File: src/rtl/cv32e40p_soc_sleep_ctrl.sv
// SoC sleep controller: qualifies core sleep, drives the core clock-gate
// enable, restores the clock on wake and counts gated cycles.
module cv32e40p_soc_sleep_ctrl #(
    parameter int ENTRY_DELAY = 4,
    parameter int WAKE_HOLD   = 2,
    parameter int CNT_W       = 32
) (
    input  logic             clk_ungated_i,
    input  logic             rst_n,
    input  logic             test_en_i,
    input  logic             gate_allow_i,
    input  logic             core_sleep_i,
    input  logic [31:0]      irq_i,
    input  logic             debug_req_i,
    input  logic             clr_cnt_i,
    output logic             core_clk_en_o,
    output logic             sleeping_o,
    output logic             wake_evt_o,
    output logic [CNT_W-1:0] sleep_cnt_o
);

    localparam int EW = (ENTRY_DELAY > 1) ? $clog2(ENTRY_DELAY) : 1;
    localparam int HW = (WAKE_HOLD > 1) ? $clog2(WAKE_HOLD) : 1;

    typedef enum logic [1:0] {
        RUN,
        ENTRY,
        GATED,
        WAKE
    } state_t;

    state_t         state_q, state_d;
    logic [EW-1:0]  ent_q, ent_d;
    logic [HW-1:0]  hold_q, hold_d;
    logic           evt_q, evt_d;
    logic [CNT_W-1:0] cnt_q;

    logic wake_src;
    logic exit_c;

    assign wake_src = (|irq_i) | debug_req_i;
    assign exit_c   = wake_src | ~core_sleep_i | ~gate_allow_i;

    always_ff @(posedge clk_ungated_i or negedge rst_n) begin
        if (!rst_n) begin
            state_q <= RUN;
            ent_q   <= '0;
            hold_q  <= '0;
            evt_q   <= 1'b0;
        end else begin
            state_q <= state_d;
            ent_q   <= ent_d;
            hold_q  <= hold_d;
            evt_q   <= evt_d;
        end
    end

    always_comb begin
        state_d = state_q;
        ent_d   = ent_q;
        hold_d  = hold_q;
        evt_d   = 1'b0;
        unique case (state_q)
            RUN: begin
                if (!exit_c) begin
                    if (ENTRY_DELAY == 0) begin
                        state_d = GATED;
                    end else begin
                        state_d = ENTRY;
                        ent_d   = EW'(ENTRY_DELAY - 1);
                    end
                end
            end
            ENTRY: begin
                if (exit_c) begin
                    state_d = RUN;
                    ent_d   = '0;
                end else if (ent_q == '0) begin
                    state_d = GATED;
                end else begin
                    ent_d = ent_q - EW'(1);
                end
            end
            GATED: begin
                if (exit_c) begin
                    evt_d = 1'b1;
                    if (WAKE_HOLD == 0) begin
                        state_d = RUN;
                    end else begin
                        state_d = WAKE;
                        hold_d  = HW'(WAKE_HOLD - 1);
                    end
                end
            end
            WAKE: begin
                if (hold_q == '0) begin
                    state_d = RUN;
                end else begin
                    hold_d = hold_q - HW'(1);
                end
            end
            default: state_d = RUN;
        endcase
    end

    // Clear wins over increment; the count saturates at all-ones
    always_ff @(posedge clk_ungated_i or negedge rst_n) begin
        if (!rst_n) begin
            cnt_q <= '0;
        end else if (clr_cnt_i) begin
            cnt_q <= '0;
        end else if (state_q == GATED && cnt_q != '1) begin
            cnt_q <= cnt_q + CNT_W'(1);
        end
    end

    assign core_clk_en_o = (state_q != GATED) | test_en_i;
    assign sleeping_o    = (state_q == GATED);
    assign wake_evt_o    = evt_q;
    assign sleep_cnt_o   = cnt_q;

endmodule

File: config.mk
export PLATFORM = sky130hd
export DESIGN_NAME = cv32e40p_soc_sleep_ctrl
export DESIGN_NICKNAME = d
export VERILOG_FILES = /design/src/rtl/cv32e40p_soc_sleep_ctrl.sv
export SDC_FILE = /design/constraint.sdc
export NUM_CORES = 1
export LEC_CHECK = 0
export CORE_MARGIN = 2
export CORE_UTILIZATION = 49
export DETAILED_ROUTE_END_ITERATION = 10
export PLACE_DENSITY = 0.95
export SETUP_SLACK_MARGIN = 0.4
export SYNTH_ARGS = -nofsm -noshare
export SYNTH_HDL_FRONTEND = slang
export SYNTH_SLANG_ARGS = --single-unit
File: constraint.sdc
create_clock -name clk_ungated_i -period 6.55 [get_ports clk_ungated_i]
set_input_delay 1.965 -clock clk_ungated_i [delete_from_list [all_inputs] [get_ports clk_ungated_i]]
set_output_delay 1.965 -clock clk_ungated_i [all_outputs]
set_load 0.02 [all_outputs]
==> results of run 1 <==
layout by cell type (no fill, tap or decap), types with 2 or more instances in the layout:
master	n
nor2_1	21
ha_1	2
nor2b_1	9
o31ai_1	8
clkdlybuf4s50_1	72
nand3_1	13
nor3_1	7
a311oi_1	2
inv_1	6
or3_1	11
nor4_1	9
and3_1	4
mux2_1	2
and4_1	2
a21oi_1	18
xnor2_1	6
mux2_2	6
a22oi_1	2
nand4_1	11
o21ai_0	14
dfrtp_1	38
or4_1	7
clkbuf_8	5
nand2_1	23
clkbuf_1	2
metrics by stage:
step	utilization	hold slack, ns	worst slack (ns)
after global routing	0.697	0.542	1.43
after CTS	0.697	0.506	1.47
after global placement	0.679	0.485	1.49
final	0.697	0.507	1.47
after detailed placement	0.679	0.492	1.47
after floorplan	-	0.469	2.41
cell type report:
type                       count  area [um2]
sequential                    38         951
fill                         316        1320
timing repair buffer          74         733
multi-input combinational    192        1180
inverter                       7        26.3
tap                           52        65.1
clock buffer                   7        76.3
cells by family (layout without fill, tap and decap cells):
group           count (synthesis)  count (layout)  share of synthesized area
flops                          38              38                      0.431
fa+ha+maj                       2               2                     0.0113
simple gates                  124             124                      0.307
mux                             8               8                     0.0408
compound gates                 51              51                      0.148
xor+xnor                        7               7                     0.0278
buf+inv                        18              88                     0.0335
critical path, delay by kind of cell:
kind	cells	cell delay, ns
and+or+nand+nor	1	0.10
buffers and inverters	2	1.05
power breakdown:
group	internal, mW	switching [mW]	leakage, nW
Clock	0.0732	0.0768	0.0383
Combinational	0.0212	0.0124	0.596
Sequential	0.235	0.0000000000379	0.521
Total	0.329	0.0892	1.16
layer usage:
metal / up-vias / part of all wire
met3: 11 / 0.050
met2: 71 / 0.50
met5: - / 0
met4: 0 / 0.016
met1: 1050 / 0.44
li1: 1066 / -
worst max path at each step:
stage / start / to / slack (ns)
floorplan: test_en_i / core_clk_en_o / 2.41
detailed placement: test_en_i / core_clk_en_o / 1.47
global placement: test_en_i / core_clk_en_o / 1.49
global route: test_en_i / core_clk_en_o / 1.43
CTS: test_en_i / core_clk_en_o / 1.47
finish: test_en_i / core_clk_en_o / 1.47
flip-flops by register name (all words and copies together) (netlist names), named ones only:
| name | cells |
|---|---|
| wake_evt_o | 1 |
| state_q | 1 |
| ent_q | 2 |
| hold_q | 1 |
| sleep_cnt_o | 32 |
==> results.tsv, run 1 <==
metric	value	unit
TritonCTS clock tree	yes	
DRT Wirelength	5630	um
Post-Synthesis Cell Area	0.00221	mm2
hold path endpoint	ent_q[1]	
Arr. time, crit path	3.11	ns
RD Place Congestion	0.803	
Diodes inserted	0	
Non-Filler Instances	370	
grt met1 use	0.287	
CP Max Fanout	1	
first-pass GRT wire length	9550	um
HPWL after DPL	4090	um
core region area	0.00435	mm2
FFs w/ async S/R, synth	1.00	
CTS Root Cell	clkbuf_8	
clk slew on worst S/H paths	0.07	ns
Clock Skew	0.00419	ns
CTS Hold Buffers Added	0	
Total GRT Usage	0.236	
fraction of layout cells with a size suffix above 1	0.0629	
area leader, netlist	dfrtp_1	
number of global-route vias before repair	2146	
Pre-antenna DRT Iters	4	
Leakage	1.16	nW
I/O Pins	74	
final worst path period need	5.08	ns
Die W	71.1	um
Seq cells post-synth	38	
power per standard cell area	138	mW/mm2
YS warnings	0	
Final setup viols	0	
synthesis-to-layout area growth	37.5	%
H-tree Lvls	2	
Worst Max-Slew Pin Slew	1.33	ns
initial drt markers	187	
Resized cells post-CTS	0	
RR Endpoint	sleep_cnt_o[3]	
final layout net count	359	
GRT overflow	0	
Max Fclk	0.197	GHz
final hold vios	0	
Final Cycle Share	0.775	
I/O Buffers	73	
vias	2198	
vias per cell	5.94	
hold_sp	ent_q[1]	
data required time of the critical path	4.59	ns
dominant synthesized flop cell	dfrtp_1	
status	complete, no violations	
cell count after synthesis	248	
M3 GR Usage	0.0513	
critical path class	primary input to output pin	
reg-to-reg critical path startpoint	sleep_cnt_o[0]	
Yosys cell types	41	
global route hottest layer	met2	
maxcap violations	0	
DRC Markers	0	
Worst R2R Path Depth	6	
slowest CP cell	clkdlybuf4s50_1	
Layout Cell Area excl Fill	0.00303	mm2
headroom to the max-slew limit	0.106	
Placed Instance Area	0.00296	mm2
synth cell count leaders	dfrtp_1 (38), nand2_1 (23), nor2_1 (21)	
syn nets	289	
Post-Syn Area per Cell	8.89	um2
Max rail drop VDD	0.113	mV
top-count cell post-synth	dfrtp_1	
initial antenna violation count	0	
largest net degree at the start of global routing	39	
TritonCTS Buffers	5	
wire per inst	15.2	um
Clock Path Buffers	2	
kind of end point of the critical path	output pin	
Worst Hold Path Cells	2	
Tot Pwr	0.418	mW
R2R setup slack	3.96	ns
Synth area leaders	dfrtp_1 (43%), a21oi_1 (4.1%), nand2_1 (3.9%)	
Initial Util	0.507	
crit-path most repeated cell	clkdlybuf4s50_1	
Skew-Pair Late Insertion Delay	0.29	ns
unrepaired setup endpoints after global routing	false	
ANT nets after route	0	
Placed Instances	363	
Hold Crit Class	flip-flop to flip-flop	
setup bufs post-CTS	0	
Die Y	71.1	um
Crit path largest cell delay	0.60	ns
final slew viol count	0	
Rows	24	
met2 usage	0.422	
EDFF count, synth	0	
critical path launch point type	primary input	
post-synth top area share	0.431	
setup TNS	0	ns
CTS sink cnt	38	
die area	0.00505	mm2
sequential area share after synthesis	0.431	
Cell Chain, Critical Path	clkdlybuf4s50_1 -> nand2b_1 -> clkdlybuf4s50_1	
No activity file was read; power rests on OpenSTA's default activity.
==> run 2: changes to the inputs <==
--- a/config.mk
+++ b/config.mk
@@ -6,9 +6,9 @@
 export NUM_CORES = 1
 export LEC_CHECK = 0
 export CORE_MARGIN = 2
-export CORE_UTILIZATION = 49
+export CORE_UTILIZATION = 46
 export DETAILED_ROUTE_END_ITERATION = 10
-export PLACE_DENSITY = 0.95
+export PLACE_DENSITY = 0.93
 export SETUP_SLACK_MARGIN = 0.4
 export SYNTH_ARGS = -nofsm -noshare
 export SYNTH_HDL_FRONTEND = slang
==> constraint.sdc (replaced) <==
create_clock -name clk_ungated_i -period 5.3 [get_ports clk_ungated_i]
set_input_delay 1.59 -clock clk_ungated_i [delete_from_list [all_inputs] [get_ports clk_ungated_i]]
set_output_delay 1.59 -clock clk_ungated_i [all_outputs]
set_load 0.02 [all_outputs]
==> run 2 against run 1 <==
  * Hold slack gained 0.011 ns
  * Clock-buffer cell count shrank 1
  * Combinational power grew 26%
  * Register-to-register slack lost 1.2 ns
  * Via count grew 0.73%
  * First-iteration DRC count shrank 30%
  * Power grew 30%
  * Critical path depth is the same
  * Critical path type unchanged
==> results.tsv, run 2 (same netlist as run 1, synthesis figures left out) <==
metric	value	unit
CP delay by family, top	buffers and inverters	
slowest CP cell	clkdlybuf4s50_1	
I/O Buffers	73	
Crit path largest cell delay	0.60	ns
wire per inst	15.4	um
part of the power in combinational logic	0.078	
RD Place Congestion	0.795	
Hold Crit Class	flip-flop to flip-flop	
TritonCTS clock tree	yes	
Final setup viols	0	
setup bufs post-CTS	0	
Buf+Inv Stages, Crit Path	2	
CTS Hold Buffers Added	0	
Layout Cell Area excl Fill	0.00307	mm2
crit-path most repeated cell	clkdlybuf4s50_1	
status	complete, no violations	
Worst Max-Slew Pin Slew	0.850	ns
clock power share	0.388	
GRT overflow	0	
R2R setup slack	2.76	ns
final worst path period need	4.33	ns
DRC Markers	0	
Die Y	73.3	um
Pre-antenna DRT Iters	6	
synthesis-to-layout area growth	39.1	%
commonest non-fill, non-tap cells in the layout	clkdlybuf4s50_1 (72), dfrtp_1 (38), nand2_1 (23)	
Max Fclk	0.231	GHz
reg-to-reg critical path startpoint	sleep_cnt_o[0]	
fraction of layout cells with a size suffix above 1	0.0779	
Worst Hold Path Cells	2	
HPWL after DPL	4260	um
unrepaired setup endpoints after global routing	false	
vias	2214	
die area	0.00537	mm2
final slew viol count	0	
Arr. time, crit path	2.74	ns
Skew-Pair Late Insertion Delay	0.30	ns
commonest non-fill, non-tap cell in the layout	clkdlybuf4s50_1	
Tot Pwr	0.543	mW
first-pass GRT wire length	9530	um
power per standard cell area	177	mW/mm2
kind of end point of the critical path	output pin	
hold_sp	ent_q[1]	
critical path launch point type	primary input	
headroom to the max-slew limit	0.433	
Final Util	0.659	
Final Cycle Share	0.818	
Cell Chain, Critical Path	clkdlybuf4s50_1 -> nand2b_1 -> clkdlybuf4s50_1	
Max rail drop VDD	0.141	mV
I/O Pins	74	
P_int	0.421	mW
CTS Root Cell	clkbuf_8	
Total GRT Usage	0.227	
Clock Skew	0.00740	ns
hold path endpoint	ent_q[1]	
number of global-route vias before repair	2167	
Worst R2R Path Depth	6	
maxcap violations	0	
Placed Instance Area	0.00297	mm2
Diodes inserted	0	
switching pwr	0.122	mW
max FFs per register	32	
Reg power frac	0.534	
clk slew on worst S/H paths	0.07	ns
initial antenna violation count	0	
Rows	25	
Resized cells post-CTS	0	
core region area	0.00466	mm2
RR Endpoint	sleep_cnt_o[9]	
critical path class	primary input to output pin	
final hold vios	0	
register cell area after layout	951	um2
Hold Slack	0.518	ns
switching share of total power	0.225	
TritonCTS Buffers	5	
H-tree Lvls	2	
setup TNS	0	ns
Leakage	1.17	nW
initial drt markers	131	
largest net degree at the start of global routing	39	
final layout net count	361	
CP Max Fanout	1	
Multi-input gate area	0.00118	mm2
Clock Path Buffers	2	
data required time of the critical path	3.71	ns
ANT nets after route	0	
Die W	73.3	um
DRT Wirelength	5770	um
vias per cell	5.90	
CTS sink cnt	38	
Initial Util	0.473	
Fill cells	369	
## run 2: changes by cell type in the layout (fill, tap and decap cells not counted), sizes merged
cell	before	now
clkinvlp	0	1
clkbuf	7	6
buf	2	4
clkinv	0	1
## run 2: worst max-delay path by stage
stage,startpoint,end,slack [ns],cells past startpoint
floorplan,test_en_i,core_clk_en_o,1.91,1
global placement,test_en_i,core_clk_en_o,0.96,3
detailed placement,test_en_i,core_clk_en_o,0.97,3
CTS,test_en_i,core_clk_en_o,0.96,3
global route,test_en_i,core_clk_en_o,0.92,3
finish,test_en_i,core_clk_en_o,0.97,3
## run 2: tightest hold or removal path, delay by kind of cell, from the launching register on
kind	cells	cell delay (ns)
AOI/OAI and AO/OA	1	0.06
DFF	1	0.37
and+or+nand+nor	1	0.05
## run 2: routing by layer
| metal | GRT usage | vias up | share of wire |
|---|---|---|---|
| li1 | - | 1065 | - |
| met1 | 0.275 | 1061 | 0.42 |
| met2 | 0.399 | 80 | 0.51 |
| met3 | 0.0576 | 8 | 0.067 |
| met4 | 0.0597 | 0 | 0.0094 |
| met5 | 0 | - | 0 |
## run 2: metrics by stage
stage                     instances  setup slack, ns
final                           375            0.967
after global routing            375            0.917
after CTS                       375            0.957
after detailed placement        367            0.966
after global placement          367            0.959
after floorplan                 248             1.91
## run 2: cell type report
| cell class | count | area share |
|---|---|---|
| inverters | 7 | 0.00856 |
| flip-flops and latches | 38 | 0.310 |
| clock inverters | 2 | 0.00408 |
| repair buffers | 76 | 0.244 |
| well taps | 54 | 0.0220 |
| clock buffers | 6 | 0.0269 |
| multi-input cells | 192 | 0.385 |
## run 2: power by group through the flow
stage / registers [mW] / clock network (mW) / logic (mW)
6_report: 0.290 / 0.211 / 0.0424
5_1_grt: 0.290 / 0.225 / 0.0465
4_1_cts: 0.290 / 0.215 / 0.0431
3_5_place_dp: 0.295 / 0 / 0.0431
3_3_place_gp: 0.295 / 0 / 0.0418
2_1_floorplan: 0.296 / 0 / 0.00643
